===== src/rtl/button_pkg.sv =====
// Shared types and widths for the user-button conditioning path.
package button_pkg;

  localparam int DEBOUNCE_CNT_W = 16;
  localparam int PRESS_CNT_W    = 8;
  localparam int LONG_CNT_W     = 24;

  typedef enum logic [1:0] {
    RELEASED   = 2'd0,
    PRESS_PEND = 2'd1,
    PRESSED    = 2'd2,
    REL_PEND   = 2'd3
  } btn_state_t;

endpackage


===== src/rtl/button_sync2.sv =====
// Two-flop synchroniser for an asynchronous pad; reset value and output polarity are inputs
// so the same cell serves any pad.
module button_sync2
  import button_pkg::*;
(
  input  logic clk,
  input  logic rst_n,
  input  logic rst_val,
  input  logic invert,
  input  logic pad,
  output logic level
);

  logic meta;
  logic stable;

  // Nothing may sit between meta and stable, or the metastability window is lost.
  always_ff @(posedge clk) begin
    if (!rst_n) begin
      meta   <= rst_val;
      stable <= rst_val;
    end else begin
      meta   <= pad;
      stable <= meta;
    end
  end

  assign level = stable ^ invert;

endmodule


===== src/rtl/button_debounce.sv =====
// Button debouncer: sync + per-edge stability FSM giving level, press/release pulses, press count.
// Long-press detection is compiled in with BUTTON_DEBOUNCE_LONG_PRESS_EN.
module button_debounce
  import button_pkg::*;
#(
  parameter logic [DEBOUNCE_CNT_W-1:0] DEBOUNCE_CYCLES = 16'd10000,
  parameter bit                        ACTIVE_LOW_BTN  = 1'b1,
  parameter logic [LONG_CNT_W-1:0]     LONG_CYCLES     = 24'd5000000
) (
  input  logic                   wb_clk_i,
  input  logic                   wb_rst_i,
  input  logic                   en_i,
  input  logic                   btn_raw_i,
  output logic                   btn_level_o,
  output logic                   btn_press_o,
  output logic                   btn_release_o,
  output logic [PRESS_CNT_W-1:0] press_count_o,
  output logic                   long_press_o
);

  logic                      btn_sync;
  logic                      btn_s;
  btn_state_t                state;
  logic [DEBOUNCE_CNT_W-1:0] cnt;
  logic                      pend_done;

  // Flops reset to the raw pad value that means "released".
  button_sync2 u_sync (
    .clk     (wb_clk_i),
    .rst_n   (wb_rst_i),
    .rst_val (ACTIVE_LOW_BTN),
    .invert  (ACTIVE_LOW_BTN),
    .pad     (btn_raw_i),
    .level   (btn_sync)
  );

  // Polarity-corrected sample is retimed once before the FSM; keeps sampling while disabled.
  always_ff @(posedge wb_clk_i) begin
    if (!wb_rst_i) btn_s <= 1'b0;
    else           btn_s <= btn_sync;
  end

  assign pend_done = (cnt == DEBOUNCE_CYCLES - 16'd1);

  always_ff @(posedge wb_clk_i) begin
    if (!wb_rst_i) begin
      state         <= RELEASED;
      cnt           <= '0;
      btn_level_o   <= 1'b0;
      btn_press_o   <= 1'b0;
      btn_release_o <= 1'b0;
      press_count_o <= '0;
    end else begin
      btn_press_o   <= 1'b0;
      btn_release_o <= 1'b0;
      if (en_i) begin
        unique case (state)
          RELEASED: begin
            if (btn_s) begin
              state <= PRESS_PEND;
              cnt   <= '0;
            end
          end
          PRESS_PEND: begin
            if (!btn_s) begin
              state <= RELEASED;
              cnt   <= '0;
            end else if (pend_done) begin
              state         <= PRESSED;
              cnt           <= '0;
              btn_level_o   <= 1'b1;
              btn_press_o   <= 1'b1;
              press_count_o <= press_count_o + 8'd1;
            end else begin
              cnt <= cnt + 16'd1;
            end
          end
          PRESSED: begin
            if (!btn_s) begin
              state <= REL_PEND;
              cnt   <= '0;
            end
          end
          REL_PEND: begin
            if (btn_s) begin
              state <= PRESSED;
              cnt   <= '0;
            end else if (pend_done) begin
              state         <= RELEASED;
              cnt           <= '0;
              btn_level_o   <= 1'b0;
              btn_release_o <= 1'b1;
            end else begin
              cnt <= cnt + 16'd1;
            end
          end
        endcase
      end
    end
  end

`ifdef BUTTON_DEBOUNCE_LONG_PRESS_EN
  logic [LONG_CNT_W-1:0] hold_cnt;
  logic                  enter_pressed;
  logic                  enter_released;

  assign enter_pressed  = en_i && btn_s &&
                          ((state == PRESS_PEND && pend_done) || state == REL_PEND);
  assign enter_released = en_i && !btn_s && state == REL_PEND && pend_done;

  always_ff @(posedge wb_clk_i) begin
    if (!wb_rst_i) begin
      hold_cnt     <= '0;
      long_press_o <= 1'b0;
    end else if (enter_pressed) begin
      hold_cnt <= '0;
    end else if (enter_released) begin
      hold_cnt     <= '0;
      long_press_o <= 1'b0;
    end else if (en_i && (state == PRESSED || state == REL_PEND) && hold_cnt != LONG_CYCLES) begin
      hold_cnt <= hold_cnt + 24'd1;
      if (hold_cnt + 24'd1 == LONG_CYCLES) long_press_o <= 1'b1;
    end
  end
`else
  // LONG_CYCLES is referenced so both builds share one parameter list.
  assign long_press_o = 1'b0 & (|LONG_CYCLES);
`endif

endmodule

===== config.mk =====
export PLATFORM = sky130hd
export DESIGN_NAME = button_debounce
export DESIGN_NICKNAME = d
export VERILOG_FILES = /design/src/rtl/button_pkg.sv /design/src/rtl/button_sync2.sv /design/src/rtl/button_debounce.sv
export SDC_FILE = /design/constraint.sdc
export NUM_CORES = 1
export LEC_CHECK = 0
export CAP_MARGIN = 25
export CORE_MARGIN = 2
export CORE_UTILIZATION = 40
export DETAILED_ROUTE_END_ITERATION = 10
export GPL_TIMING_DRIVEN = 0
export MAX_ROUTING_LAYER = met4
export REMOVE_ABC_BUFFERS = 1
export SLEW_MARGIN = 20
export SYNTH_ARGS = -nofsm -noshare
export SYNTH_HDL_FRONTEND = slang
export SYNTH_SLANG_ARGS = --single-unit

===== constraint.sdc =====
create_clock -name wb_clk_i -period 2.35 [get_ports wb_clk_i]
set_clock_uncertainty 0.05 [all_clocks]
set_input_delay 0.5875 -clock wb_clk_i [delete_from_list [all_inputs] [get_ports wb_clk_i]]
set_output_delay 0.5875 -clock wb_clk_i [all_outputs]
set_load 0.02 [all_outputs]

==> results.sh, run 1 <==
export IMPL_outcome="completed"
export IMPL_max_freq_ghz=0.447
export IMPL_power_density_nw_per_um2=506
export IMPL_antenna_found_initial=0
export IMPL_crit_family="simple AND/OR/NAND/NOR gates"
export IMPL_grt_pass1_vias=1515
export IMPL_synthToLayoutAreaGrowth_pct=13.2
export IMPL_grt_most_used_layer="met2"
export IMPL_cts_resized=1
export IMPL_placed_area_um2=1920
export IMPL_synth_top_flop_cell="dfxtp_1"
export IMPL_syn_inst=219
export IMPL_ys_types=48
export IMPL_final_nets=226
export IMPL_io_pins=16
export IMPL_chipWidth_um=70.8
export IMPL_viasPerCell=6.14
export IMPL_use_met1_pct=25.8
export IMPL_cts_root_buf="clkbuf_8"
export IMPL_drtAntennaViolNets=0
export IMPL_grt_max_degree=26
export IMPL_vias=1675
export IMPL_worst_path_max_fanout=22
export IMPL_drv_cap=0
export IMPL_fillers=455
export IMPL_final_common_cell="dfxtp_1"
export IMPL_portBuffers=14
export IMPL_setup_viol=0
export IMPL_synth_seq_cells=32
export IMPL_diodes=0
export IMPL_initial_core_util_pct=41.2
export IMPL_met3_usage_pct=3.42
export IMPL_cp_cell_sequence="clkdlybuf4s50_1, and2_2, nand4_1, or3_1, a21oi_1"
export IMPL_rsz0062_at_grt="false"
export IMPL_slowest_stage="clkdlybuf4s50_1"
export IMPL_dieArea_um2=5010
export IMPL_insertion_delay_ns=0.27
export IMPL_cts_buffers=5
export IMPL_stdcell_area_um2=2020
export IMPL_synth_edff_count=0
export IMPL_setup_tns_ns=0
export IMPL_path_class="primary input to flop"
export IMPL_totalWireLength_um=4160
export IMPL_grt_total_usage_pct=18.2
export IMPL_drc=0
export IMPL_cts_setup_buffers=0
export IMPL_place_inst=265
export IMPL_r2r_setup_slack_ns=0.25
export IMPL_final_period_utilization_pct=95.3
export IMPL_die_y_um=70.8
export IMPL_cts_num_sinks=32
export IMPL_slowest_delay_ns=0.59
export IMPL_crit_buf_inv=1
export IMPL_cts_tree="built"
export IMPL_core_area_um2=4320
export IMPL_yosys_warnings=0
export IMPL_drt_iter0_markers=64
export IMPL_seq_area_frac_synth_pct=35.9
export IMPL_gp_congestion=0.786
export IMPL_h_tree_depth=2
export IMPL_arrival_ns=2.39
export IMPL_worstPathRequired_ns=2.50
export IMPL_holdCritPathClass="flop to flop"
export IMPL_post_drt_wl_per_cell_um=15.2
export IMPL_grtUsageMet2_pct=26.9
export IMPL_hold_buffers=0
export IMPL_grt_pass1_wl_um=7330
export IMPL_ir_worst_vdd_v=0.000268
export IMPL_syn_area_um2=1780
export IMPL_slew_headroom_pct=44.3
export IMPL_end_kind="flop"
export IMPL_avgSynthCellArea_um2=8.14
export IMPL_p_leak_nw=0.603
export IMPL_rows=24
export IMPL_finalPower_w=0.00102
export IMPL_maxSlewViolCount=0
export IMPL_cp_start_kind="primary input"
export IMPL_place_hpwl_um=2670
export IMPL_drt_pass1_iterations=4
export IMPL_drive_above_1_share_pct=6.79
export IMPL_final_cell_mix="32 x dfxtp_1, 24 x nand2_1, 18 x nand3_1, 15 x nand4_1, 13 x clkdlybuf4s50_1"
export IMPL_hold_violations=0
export IMPL_async_flop_share_pct=0
export IMPL_clk_pin_slew_ns=0.07
export IMPL_clk_path_buf_depth=2
export IMPL_fin_cells=273
export IMPL_worst_pin_slew_ns=0.834
export IMPL_overflow=0
export IMPL_finalCriticalPeriod_ns=2.24
## sequential cells by signal (all words and copies together) (netlist names), named ones only
register	count
state	1
btn_s	1
btn_release_o	1
cnt	16
u_sync.stable	1
btn_press_o	1
press_count_o	8
u_sync.meta	1
btn_level_o	1
## stage by stage
step	utilization [%]	setup slack (ns)	hold WS [ns]
floorplan	-	-0.0819	0.313
global placement	43.9	-0.847	0.315
detailed placement	44.3	-0.481	0.315
CTS	46.4	0.00878	0.324
global route	46.7	0.0296	0.356
finish	46.7	0.111	0.324
## synthesized netlist by cell type (4+ instances only)
cell,number,area share [%]
nand2b_1,6,2.1
nand2_1,24,5.1
nand4b_1,10,4.9
a21oi_1,9,2.5
dfxtp_1,32,36
a31oi_1,8,2.8
nor2_1,12,2.5
nor4_1,8,2.8
buf_2,6,1.7
inv_1,4,0.84
nand3_1,18,5.1
o31ai_1,4,1.7
clkbuf_1,12,2.5
o311ai_1,8,3.9
nand4_1,15,5.3
## worst paths after layout
path                       from          endpoint  cells past startpoint
setup reg to reg         cnt[0]           cnt[13]                      6
hold / removal    u_sync.stable             btn_s                      1
setup / recovery           en_i  press_count_o[5]                      5
hold reg to reg   u_sync.stable             btn_s                      1
## logic make-up after synthesis
family / Yosys count / share of synthesized area, %
XOR/XNOR: 2 / 0.983
buffers and inverters: 26 / 6.17
adder cells (fa/ha/maj): 2 / 1.40
multiplexers: 2 / 1.12
AO/OA/AOI/OAI: 44 / 17.3
AND/OR/NAND/NOR: 110 / 36.8
other: 1 / 0.210
flip-flops: 32 / 35.9
## report_power, final
group          leakage, nW  switching (W)  total (W)  internal, W
clock               0.0455       0.000188   0.000426     0.000239
sequential           0.258     0.00000309   0.000549     0.000546
combinational        0.299      0.0000311  0.0000452    0.0000141
total                0.603       0.000222    0.00102     0.000799
## cell type report
class	instances	area [um2]	share of cell area [%]
clock buffer	8	90.1	4.46
sequential	32	641	31.7
inverter	5	18.8	0.930
timing repair buffer	15	154	7.63
multi-input combinational	161	1050	52.0
tap	52	65.1	3.22
## per-layer routing
metal  vias to the layer above  wire length (um)
met2                        35              1910
met1                       795              2050
met3                         4               159
li1                        841                 -
met4                         0                31
met5                         -                 0
## worst register-to-register path, delay by kind of cell, from the launching register on
kind | cells | cell delay [ns]
AOI/OAI and AO/OA | 2 | 0.67
adders and majority gates | 1 | 0.27
buffers and inverters | 1 | 0.23
DFF | 1 | 0.33
and+or+nand+nor | 2 | 0.45
No activity file was read; power rests on OpenSTA's default activity.
==> run 2, diff against run 1 <==
--- a/config.mk
+++ b/config.mk
@@ -7,11 +7,10 @@
 export LEC_CHECK = 0
 export CAP_MARGIN = 25
 export CORE_MARGIN = 2
-export CORE_UTILIZATION = 40
+export CORE_UTILIZATION = 25
 export DETAILED_ROUTE_END_ITERATION = 10
 export GPL_TIMING_DRIVEN = 0
 export MAX_ROUTING_LAYER = met4
-export REMOVE_ABC_BUFFERS = 1
 export SLEW_MARGIN = 20
 export SYNTH_ARGS = -nofsm -noshare
 export SYNTH_HDL_FRONTEND = slang
==> results.sh, run 2 (synthesis results as in run 1) <==
export IMPL_rows=30
export IMPL_drive_above_1_share_pct=9.58
export IMPL_gp_congestion=0.842
export IMPL_clk_pin_slew_ns=0.06
export IMPL_power_density_nw_per_um2=472
export IMPL_placed_area_um2=2040
export IMPL_final_period_utilization_pct=88.5
export IMPL_path_class="flop to flop"
export IMPL_cts_buffers=5
export IMPL_drtAntennaViolNets=0
export IMPL_timing_final_ws_setup_ns=0.271
export IMPL_outcome="completed"
export IMPL_core_area_um2=6830
export IMPL_final_nets=246
export IMPL_clk_path_buf_depth=2
export IMPL_worst_path_max_fanout=10
export IMPL_drc=0
export IMPL_crit_buf_inv=1
export IMPL_arrival_ns=2.23
export IMPL_dieArea_um2=7820
export IMPL_totalWireLength_um=4640
export IMPL_stdcell_area_um2=2120
export IMPL_hold_violations=0
export IMPL_post_drt_wl_per_cell_um=13.8
export IMPL_max_freq_ghz=0.481
export IMPL_top_regs="cnt x16, press_count_o x8"
export IMPL_grt_pass1_wl_um=8070
export IMPL_cts_root_buf="clkbuf_8"
export IMPL_worstPathRequired_ns=2.50
export IMPL_die_y_um=88.5
export IMPL_cts_num_sinks=32
export IMPL_end_kind="flop"
export IMPL_diodes=0
export IMPL_worst_pin_slew_ns=0.571
export IMPL_h_tree_depth=2
export IMPL_maxSlewViolCount=0
export IMPL_hold_buffers=0
export IMPL_portBuffers=14
export IMPL_p_leak_nw=0.644
export IMPL_viasPerCell=5.27
export IMPL_initial_core_util_pct=26.1
export IMPL_top_register="cnt"
export IMPL_final_common_cell="dfxtp_1"
export IMPL_fillers=759
export IMPL_grt_pass1_vias=1611
export IMPL_antenna_found_initial=0
export IMPL_overflow=0
export IMPL_crit_family="compound AO/OA/AOI/OAI gates"
export IMPL_cp_start_kind="flop"
export IMPL_drt_iter0_markers=132
export IMPL_setup_viol=0
export IMPL_finalCriticalPeriod_ns=2.08
export IMPL_drv_cap=0
export IMPL_holdCritPathClass="flop to flop"
export IMPL_synthToLayoutAreaGrowth_pct=19.2
export IMPL_place_hpwl_um=3190
export IMPL_final_cell_mix="32 x dfxtp_1, 24 x nand2_1, 18 x nand3_1, 15 x nand4_1, 14 x clkdlybuf4s50_1"
export IMPL_ir_worst_vdd_v=0.000143
export IMPL_setup_tns_ns=0
export IMPL_cts_tree="built"
export IMPL_vias=1770
export IMPL_grt_max_degree=11
export IMPL_slowest_delay_ns=0.44
export IMPL_place_ws_ns=-0.411
export IMPL_synth_nets=225
export IMPL_finalPower_w=0.00100
export IMPL_insertion_delay_ns=0.29
export IMPL_drt_pass1_iterations=4
export IMPL_largest_register_ffs=16
export IMPL_rsz0062_at_grt="false"
export IMPL_slew_headroom_pct=61.9
export IMPL_chipWidth_um=88.5
export IMPL_slowest_stage="clkbuf_1"
export IMPL_io_pins=16
export IMPL_cp_cell_sequence="ha_1, and3_1, a41oi_1, clkbuf_1, nand4b_1, a31oi_1"
export IMPL_timing_hold_ws_ns=0.335
export IMPL_grt_total_usage_pct=13.6
-- run 2: power by group --
part / internal, W / leakage [nW] / switching (W)
Clock: 0.000201 / 0.0410 / 0.000201
Combinational: 0.0000171 / 0.345 / 0.0000361
Sequential: 0.000546 / 0.258 / 0.00000169
-- run 2: final cells by class --
type / count / area, um2 / share of cell area [%]
Buffer: 21 / 95.1 / 4.48
Clock buffer: 6 / 72.6 / 3.42
Clock inverter: 1 / 5.00 / 0.236
Inverter: 5 / 18.8 / 0.883
Timing Repair Buffer: 14 / 140 / 6.60
Sequential cell: 32 / 641 / 30.2
Tap cell: 96 / 120 / 5.65
Multi-Input combinational cell: 161 / 1030 / 48.6
-- run 2: through the flow --
step / cells / utilization, %
detailed placement: 329 / 29.9
finish: 336 / 31.1
floorplan: 219 / -
global placement: 329 / 29.9
CTS: 336 / 31.1
global route: 336 / 31.1
-- run 2: timing repair --
item / 4_1_cts / 5_1_grt
gates resized for setup: 1 / 4
cloned: 0 / 0
endpoints found under the setup margin: 10 / 12
setup buffers: 0 / 0
-- run 2: path summary, 6_finish.rpt --
check	end	slack (ns)	from	cells after the start
setup / recovery	cnt[12]	0.27	cnt[0]	6
hold / removal	btn_s	0.33	u_sync.stable	1
setup reg to reg	cnt[12]	0.27	cnt[0]	6
hold reg to reg	btn_s	0.33	u_sync.stable	1
-- run 2: per-layer routing --
layer	vias to the layer above	routed length [um]	track usage (%)	share of wire, %
li1	878	-	-	-
met1	837	2210	18.4	48
met2	50	2100	19.9	45
met3	5	254	3.17	5.5
met4	0	66	4.82	1.4
met5	-	0	-	0
